--- config.mk ---
export PLATFORM = sky130hd
export DESIGN_NAME = gt_miss_controller
export DESIGN_NICKNAME = d
export VERILOG_FILES = /design/src/rtl/gt_miss_controller.sv
export SDC_FILE = /design/constraint.sdc
export NUM_CORES = 1
export LEC_CHECK = 0
export BUFFER_PORTS_ARGS = -buffer_cell sky130_fd_sc_hd__buf_2
export CORE_UTILIZATION = 52
export DETAILED_ROUTE_END_ITERATION = 12
export PLACE_DENSITY = 0.83
export RECOVER_POWER = 50
export SETUP_SLACK_MARGIN = 0.5
export SLEW_MARGIN = 20
export SYNTH_ARGS = -nofsm -noshare
export SYNTH_HDL_FRONTEND = slang
export SYNTH_SLANG_ARGS = --single-unit
--- constraint.sdc ---
create_clock -name CLK -period 2.65 [get_ports CLK]
set_input_delay 0.53 -clock CLK [delete_from_list [all_inputs] [get_ports CLK]]
set_output_delay 0.53 -clock CLK [all_outputs]
set_load 0.02 [all_outputs]
--- src/rtl/gt_miss_controller.sv ---
// Miss sequencer: one access at a time through L1, the victim cache and memory.
// Build option GT_MISS_STATS_EN adds saturating per-outcome completion counters.
module gt_miss_controller #(
   parameter int ADDR_W      = 32,
   parameter int IDX_W       = 4,
   parameter int MEM_TIMEOUT = 255
) (
   input  logic              CLK,
   input  logic              RST,
   input  logic              req_valid,
   input  logic [ADDR_W-1:0] req_addr,
   output logic              req_ready,
   input  logic              l1_hit,
   output logic              l1_lookup,
   output logic [ADDR_W-1:0] lookup_addr,
   output logic              vc_probe,
   input  logic              vc_hit,
   output logic              mem_req_valid,
   input  logic              mem_req_ready,
   input  logic              mem_resp_valid,
   output logic              evict_en,
   output logic              fill_en,
   output logic              fill_src,
   output logic              resp_valid,
   output logic [1:0]        resp_level
`ifdef GT_MISS_STATS_EN
   ,
   output logic [31:0]       stat_l1_hits,
   output logic [31:0]       stat_vc_hits,
   output logic [31:0]       stat_mem_fills,
   output logic [31:0]       stat_timeouts
`endif
);

   localparam logic [1:0] LVL_L1  = 2'd0;
   localparam logic [1:0] LVL_VC  = 2'd1;
   localparam logic [1:0] LVL_MEM = 2'd2;
   localparam logic [1:0] LVL_TO  = 2'd3;

   // The line index lives at addr[IDX_W+4:5]; the address must be wide enough to hold it.
   if (ADDR_W < IDX_W + 5) begin : g_bad_cfg
      $error("ADDR_W too narrow for the L1 index field");
   end

   typedef enum logic [3:0] {
      S_IDLE, S_LOOKUP, S_L1_CHK, S_VC_PROBE, S_VC_CHK,
      S_SWAP, S_MEM_REQ, S_MEM_WAIT, S_FILL, S_RESP
   } state_t;

   state_t            state_q, state_d;
   logic              req_ready_q, req_ready_d;
   logic              l1_lookup_q, l1_lookup_d;
   logic [ADDR_W-1:0] lookup_addr_q, lookup_addr_d;
   logic              vc_probe_q, vc_probe_d;
   logic              mem_req_valid_q, mem_req_valid_d;
   logic              evict_en_q, evict_en_d;
   logic              fill_en_q, fill_en_d;
   logic              fill_src_q, fill_src_d;
   logic              resp_valid_q, resp_valid_d;
   logic [1:0]        resp_level_q, resp_level_d;
   logic [7:0]        cnt_q, cnt_d;

   always_comb begin
      state_d         = state_q;
      req_ready_d     = req_ready_q;
      l1_lookup_d     = 1'b0;
      lookup_addr_d   = lookup_addr_q;
      vc_probe_d      = 1'b0;
      mem_req_valid_d = mem_req_valid_q;
      evict_en_d      = 1'b0;
      fill_en_d       = 1'b0;
      fill_src_d      = fill_src_q;
      resp_valid_d    = 1'b0;
      resp_level_d    = resp_level_q;
      cnt_d           = cnt_q;
      case (state_q)
         S_IDLE: begin
            if (req_valid) begin
               lookup_addr_d = req_addr;
               l1_lookup_d   = 1'b1;
               req_ready_d   = 1'b0;
               state_d       = S_LOOKUP;
            end
         end
         S_LOOKUP: state_d = S_L1_CHK;
         S_L1_CHK: begin
            if (l1_hit) begin
               resp_valid_d = 1'b1;
               resp_level_d = LVL_L1;
               state_d      = S_RESP;
            end else begin
               vc_probe_d = 1'b1;
               state_d    = S_VC_PROBE;
            end
         end
         // vc_hit is only meaningful the cycle after the probe strobe.
         S_VC_PROBE: state_d = S_VC_CHK;
         S_VC_CHK: begin
            if (vc_hit) begin
               evict_en_d = 1'b1;
               fill_en_d  = 1'b1;
               fill_src_d = 1'b1;
               state_d    = S_SWAP;
            end else begin
               mem_req_valid_d = 1'b1;
               state_d         = S_MEM_REQ;
            end
         end
         S_SWAP: begin
            resp_valid_d = 1'b1;
            resp_level_d = LVL_VC;
            state_d      = S_RESP;
         end
         S_MEM_REQ: begin
            if (mem_req_ready) begin
               mem_req_valid_d = 1'b0;
               cnt_d           = 8'd0;
               state_d         = S_MEM_WAIT;
            end
         end
         S_MEM_WAIT: begin
            if (mem_resp_valid) begin
               evict_en_d = 1'b1;
               fill_en_d  = 1'b1;
               fill_src_d = 1'b0;
               state_d    = S_FILL;
            end else if (cnt_q == 8'(MEM_TIMEOUT)) begin
               resp_valid_d = 1'b1;
               resp_level_d = LVL_TO;
               state_d      = S_RESP;
            end else begin
               cnt_d = cnt_q + 8'd1;
            end
         end
         S_FILL: begin
            resp_valid_d = 1'b1;
            resp_level_d = LVL_MEM;
            state_d      = S_RESP;
         end
         S_RESP: begin
            req_ready_d = 1'b1;
            state_d     = S_IDLE;
         end
         default: begin
            req_ready_d     = 1'b1;
            mem_req_valid_d = 1'b0;
            state_d         = S_IDLE;
         end
      endcase
   end

   always_ff @(posedge CLK) begin
      if (RST) begin
         state_q         <= S_IDLE;
         req_ready_q     <= 1'b1;
         l1_lookup_q     <= 1'b0;
         lookup_addr_q   <= '0;
         vc_probe_q      <= 1'b0;
         mem_req_valid_q <= 1'b0;
         evict_en_q      <= 1'b0;
         fill_en_q       <= 1'b0;
         fill_src_q      <= 1'b0;
         resp_valid_q    <= 1'b0;
         resp_level_q    <= 2'd0;
         cnt_q           <= 8'd0;
      end else begin
         state_q         <= state_d;
         req_ready_q     <= req_ready_d;
         l1_lookup_q     <= l1_lookup_d;
         lookup_addr_q   <= lookup_addr_d;
         vc_probe_q      <= vc_probe_d;
         mem_req_valid_q <= mem_req_valid_d;
         evict_en_q      <= evict_en_d;
         fill_en_q       <= fill_en_d;
         fill_src_q      <= fill_src_d;
         resp_valid_q    <= resp_valid_d;
         resp_level_q    <= resp_level_d;
         cnt_q           <= cnt_d;
      end
   end

   // Reset must kill an in-flight memory request and any datapath write in the same cycle.
   assign mem_req_valid = mem_req_valid_q & ~RST;
   assign evict_en      = evict_en_q & ~RST;
   assign fill_en       = fill_en_q & ~RST;
   assign req_ready     = req_ready_q;
   assign l1_lookup     = l1_lookup_q;
   assign lookup_addr   = lookup_addr_q;
   assign vc_probe      = vc_probe_q;
   assign fill_src      = fill_src_q;
   assign resp_valid    = resp_valid_q;
   assign resp_level    = resp_level_q;

`ifdef GT_MISS_STATS_EN
   // Counter slot indexed directly by resp_level.
   logic [3:0][31:0] stat_q, stat_d;

   always_comb begin
      stat_d = stat_q;
      if (resp_valid_q && (stat_q[resp_level_q] != 32'hFFFF_FFFF)) begin
         stat_d[resp_level_q] = stat_q[resp_level_q] + 32'd1;
      end
   end

   always_ff @(posedge CLK) begin
      if (RST) begin
         stat_q <= '0;
      end else begin
         stat_q <= stat_d;
      end
   end

   assign stat_l1_hits   = stat_q[0];
   assign stat_vc_hits   = stat_q[1];
   assign stat_mem_fills = stat_q[2];
   assign stat_timeouts  = stat_q[3];
`endif

endmodule

==> results.md, run 1 <==
* Synth unique cells at 45
* Fin crit share at 71.0%
* Die H at 67.5 um
* Hold Violations, Final at 0
* CTS H-tree depth at 2
* Fin. max-slew vios at 0
* Starting Density at 55.0%
* Post-synth ARST share at 0%
* CTS Buffer Depth at 2
* Via count at 2073
* Final setup fails at 0
* Vias/cell at 5.20
* Largest net degree at the start of global routing at 36
* # hold bufs at CTS at 0
* N_diodes at 0
* Post-Syn Nets at 318
* Critical path data required time at 2120 ps
* Total track usage at 21.1%
* Final net count at 388
* Final worst path period need at 1880 ps
* Vias in the first global route at 1733
* CTS tree: built
* Max-Cap Viols at 0
* Fin area at 2660 um^2
* Post-CTS Setup Repair Bufs at 0
* IO Pins at 81
* Ys Warns at 0
* # rows at 23
* DP Area at 2620 um^2
* Max Fclk at 531 MHz
* Unrepaired setup endpoints after global routing: no
* Clock Skew at 5.25 ps
* Average wire per standard cell at 12.0 um
* CTS Buf Count at 5
* Synth Area per Inst at 8.03 um^2
* Cell Pwr Density at 618 nW/um^2
* Core area at 4060 um^2
* Drt drc at 0
* CTS clk-pin slew, worst paths at 90 ps
* Layout cell share with drive strength beyond 1 at 16.9%
* Die Width at 67.5 um
* Synthesized flop and latch total at 53
* First-pass detailed-route iteration total at 4
* Die Footprint at 4560 um^2
* Post-Syn Area at 2230 um^2
* Post-DP HPWL at 3360 um
* Area Overhead vs Synth at 18.9%
* Port bufs at 80
* Antenna Nets Post-Route at 0
* Max VDD drop at 0.348 mV
* Final GP Congestion at 0.881
* Synth Flop Type: dfxtp_1
* Register area share after synthesis at 47.5%
* Setup TNS at 0 ps
* Crit path DAT at 1350 ps
* Crit-path max FO at 35
* Wirelength, routed at 4800 um
* Root buffer cell: clkbuf_8
* Global-route wire length before repair at 7340 um
* # clock sinks at 53
* Worst setup EP type: output pin
* Remaining Overflow, GRT at 0
* Worst hold-check path type: in -> reg
* Kind of launch point of the worst setup path: primary input
* Lkg Pwr at 1.05 nW
* Initial drt markers at 103
* Crit Path Category: in -> out
* Post-synth EDFFs at 0
* Status: complete, no violations
* Clock Latency Late Sink at 300 ps
* Worst slew pin tran at 629 ps
* Max-slew headroom at 58.1%
* Initial antenna violation count at 0
* Post-Syn Instances at 278
* Post_cts resized at 0
layout by cell type (no fill, tap or decap), types with 2 or more instances in the layout:
| cell | n |
|---|---|
| nor2_1 | 13 |
| dfxtp_1 | 53 |
| clkbuf_2 | 2 |
| buf_2 | 41 |
| and3_1 | 2 |
| o211a_1 | 2 |
| a31oi_1 | 3 |
| o31a_1 | 2 |
| or2_2 | 2 |
| o22ai_1 | 2 |
| clkbuf_1 | 39 |
| o21ai_0 | 5 |
| nand3_1 | 5 |
| nand2_1 | 75 |
| nor2b_1 | 4 |
| clkbuf_8 | 6 |
| a32oi_1 | 2 |
| o21bai_1 | 2 |
| a21oi_1 | 42 |
| a2bb2oi_1 | 2 |
| nand2b_1 | 3 |
| and4b_1 | 2 |
| nor3_1 | 6 |
| inv_1 | 7 |
| or3_1 | 4 |
| a31oi_2 | 2 |
Yosys cell counts, types with 2 or more instances:
library cell	n	area share, %
buf_6	2	1.0
o22ai_1	2	0.56
or3_1	4	1.1
or2_2	2	0.56
o21bai_1	2	0.67
o21ai_0	5	1.1
a21oi_1	42	9.4
buf_2	4	0.90
a31oi_2	2	1.1
dfxtp_1	53	48
nor2_1	13	2.2
a31oi_1	3	0.84
and3_1	2	0.56
o31a_1	2	0.78
and4b_1	2	0.90
a2bb2oi_1	2	0.78
a32oi_1	2	0.78
clkbuf_1	13	2.2
nand3_1	5	1.1
inv_1	7	1.2
nor2b_1	4	1.1
nand2b_1	3	0.84
nor3_1	6	1.3
nand2_1	75	13
report_power, final:
part | total, mW | leakage, nW | internal (mW) | switching [mW]
combinational | 0.283 | 0.566 | 0.0944 | 0.188
sequential | 0.890 | 0.433 | 0.850 | 0.0398
clock | 0.469 | 0.0512 | 0.212 | 0.257
worst max-delay path: stages:
cell	delay, ps
buf_2	480
nor2b_1	140
buf_2	190
sequential cells by signal (all words and copies together), names as in the netlist, 2 cells and up:
name / cells
lookup_addr: 32
cnt_q: 8
state_q: 4
resp_level: 2
metal layers:
metal	part of all wire [%]	track usage (%)
met3	5.2	3.72
met1	48	27.8
met4	1.4	8.24
met5	0	0
met2	46	33.9
path summary, 6_finish.rpt:
check	startpoint	to	slack, ps	cells past startpoint
worst min-delay path	l1_hit	vc_probe	430	2
worst max register to register	state_q[3]	cnt_q[2]	780	4
worst min register to register	lookup_addr[12]	lookup_addr[12]	460	2
worst max-delay path	RST	evict_en	770	3
cell type report:
type	count	area, um^2
timing repair buffer	83	369
tap	50	62.6
clock inverter	2	13.8
fill	374	1400
multi-input combinational	198	1040
inverter	7	26.3
clock buffer	6	82.6
sequential	53	1060
cell families (layout without fill, tap and decap cells):
group,Yosys count,in the layout,synth area share [%]
buffers and inverters,27,98,5.60
flip-flops,53,53,47.5
AND/OR/NAND/NOR,125,125,25.8
adder cells (fa/ha/maj),1,1,0.560
AO/OA/AOI/OAI,71,71,20.1
multiplexers,1,1,0.448
stage by stage:
stage	utilization (%)	instances	hold WS, ps	total power, mW	setup slack (ps)
after detailed placement	64.6	391	445	1.21	760
after global placement	64.6	391	439	1.20	785
after floorplan	-	278	458	1.10	834
after global routing	65.4	399	452	1.72	672
final	65.4	399	435	1.64	768
after CTS	66.9	399	426	1.67	761
No activity file was read; power rests on OpenSTA's default activity.
==> run 2, diff against run 1 <==
CORE_UTILIZATION = 49   (was 52)
PLACE_DENSITY = 0.79   (was 0.83)
clock period = 1.9 ns   (was 2.65 ns; I/O delays follow)
==> results.md, run 2 (same netlist as run 1, synthesis figures left out) <==
* Status: complete, no violations
* Post-DP HPWL at 3520 um (+4.8%)
* Reg2reg setup slack at 310 ps (-470 ps)
* Global-route wire length before repair at 9330 um (+27%)
* Die Width at 69.5 um (+2.9%)
* # clock sinks at 53 (unchanged)
* Max reg flops at 32 (unchanged)
* Remaining Overflow, GRT at 0 (unchanged)
* DP Area at 2720 um^2 (+3.8%)
* Max-slew headroom at 76.6% (+19 points)
* Multi-input logic area at 1140 um^2 (+9.9%)
* Root buffer cell: clkbuf_8
* Worst hold-check path type: in -> reg
* Most common cell after layout, fill and taps aside: nand2_1
* Via count at 2305 (+11%)
* Starting Density at 51.3% (-3.7 points)
* CTS H-tree depth at 2 (unchanged)
* Post-layout util at 69.9% (+4.5 points)
* Buf/Inv on CP at 1 (-1)
* Setup TNS at 0 ps (unchanged)
* CTS tree: built
* Total track usage at 23.6% (+2.6 points)
* Cell family with most CP delay: simple AND/OR/NAND/NOR gates
* Antenna Nets Post-Route at 0 (unchanged)
* Vias in the first global route at 2075 (+20%)
* Wirelength, routed at 6060 um (+26%)
* Fillers at 343 (-8.3%)
* Unrepaired setup endpoints after global routing: yes
* Critical path data required time at 2140 ps (+20 ps)
* Max VDD drop at 0.475 mV (+37%)
* Die H at 69.5 um (+2.9%)
* Kind of launch point of the worst setup path: register
* Crit-path max FO at 8 (-77%)
* CTS Buffer Depth at 2 (unchanged)
* Crit Path Category: reg -> reg
* Layout cell share with drive strength beyond 1 at 29.0% (+12 points)
* Worst setup EP type: register
* Max Fclk at 629 MHz
* Worst-path cell chain: buf_6 -> and2b_1 -> and2_1 -> or3_4 -> a31oi_2
* Initial antenna violation count at 0 (unchanged)
* Final GP Congestion at 0.839 (-4.8%)
* Slowest stage cell, crit path: or3_4
* Worst slew pin tran at 349 ps (-280 ps)
* Final setup fails at 0 (unchanged)
* Clock Latency Late Sink at 310 ps (about the same)
* Fin. max-slew vios at 0 (unchanged)
* Area Overhead vs Synth at 36.2%
* First-pass detailed-route iteration total at 4 (unchanged)
* Hold Violations, Final at 0 (unchanged)
* CTS Buf Count at 5 (unchanged)
* Crit path DAT at 1830 ps (+480 ps)
* Die Footprint at 4830 um^2 (+5.9%)
* Clock Skew at 2.95 ps (-2.30 ps)
* CTS clk-pin slew, worst paths at 100 ps (about the same)
* IO Pins at 81 (unchanged)
* Largest net degree at the start of global routing at 33 (-8.3%)
* # hold bufs at CTS at 0 (unchanged)
* Port bufs at 80 (unchanged)
* Total power at 2.40 mW (+46%)
* Max-Cap Viols at 0 (unchanged)
* # rows at 24 (+4.3%)
* Critical path's largest stage delay at 450 ps (-30 ps)
* Storage cell area at 1070 um^2 (+1.1%)
* Final net count at 418 (+7.7%)
* Initial drt markers at 111 (+7.8%)
* Lkg Pwr at 1.21 nW (+15%)
* Fin area at 3040 um^2 (+15%)
* N_diodes at 0 (unchanged)
* Drt drc at 0 (unchanged)
* Most frequent cells in the layout: 75 x nand2_1, 48 x dfxtp_1, 40 x clkbuf_1
* WHS at 294 ps (-140 ps)
* Average wire per standard cell at 14.1 um (+17%)
* Vias/cell at 5.35 (+2.9%)
* Fin crit share at 83.6%
* Cell Pwr Density at 788 nW/um^2 (+28%)
* Final worst path period need at 1590 ps
* Core area at 4350 um^2 (+7.3%)
-- run 2: area by class of cell --
class / count / area share, %
clock buffers: 5 / 2.26
clock inverters: 3 / 0.699
inverters: 7 / 0.863
multi-input cells: 198 / 37.5
flip-flops and latches: 53 / 35.2
well taps: 52 / 2.14
repair buffers: 113 / 21.3
-- run 2: tightest hold or removal path: cells and delay by family --
kind / cells / cell delay [ps]
compound gates: 1 / 50
simple gates: 1 / 40
buf+inv: 1 / 90
-- run 2: layer usage --
| layer | vias up | global-route usage, % | share of wire [%] |
|---|---|---|---|
| li1 | 1145 | - | - |
| met1 | 1062 | 28.7 | 41 |
| met2 | 84 | 41.2 | 51 |
| met3 | 14 | 5.96 | 5.9 |
| met4 | 0 | 6.80 | 2.0 |
| met5 | - | 0 | 0 |
-- run 2: path summary, 6_finish.rpt --
check | end | startpoint | cells past startpoint
max | cnt_q[2] | state_q[3] | 5
min | lookup_addr[3] | req_addr[3] | 3
max reg2reg | cnt_q[2] | state_q[3] | 5
min reg2reg | lookup_addr[6] | lookup_addr[6] | 2
-- run 2: through the flow --
stage / cells / setup WS (ps)
final: 431 / 311
after global routing: 431 / 198
after CTS: 422 / 380
after detailed placement: 401 / 166
after global placement: 401 / 226
after floorplan: 278 / 341
-- run 2: what timing repair did --
item | 4_1_cts | 5_1_grt
gates resized for setup | 23 | 15
cloned | 1 | 0
setup buffers | 12 | 9
setup endpoints to repair | 45 | 42
pin swaps | 10 | 6
endpoints found under the hold margin | 0 | 0
-- run 2: power breakdown --
| group | internal [mW] | switching (mW) | leakage (nW) |
|---|---|---|---|
| combinational | 0.211 | 0.318 | 0.732 |
| clock | 0.262 | 0.379 | 0.0445 |
| sequential | 1.19 | 0.0438 | 0.436 |
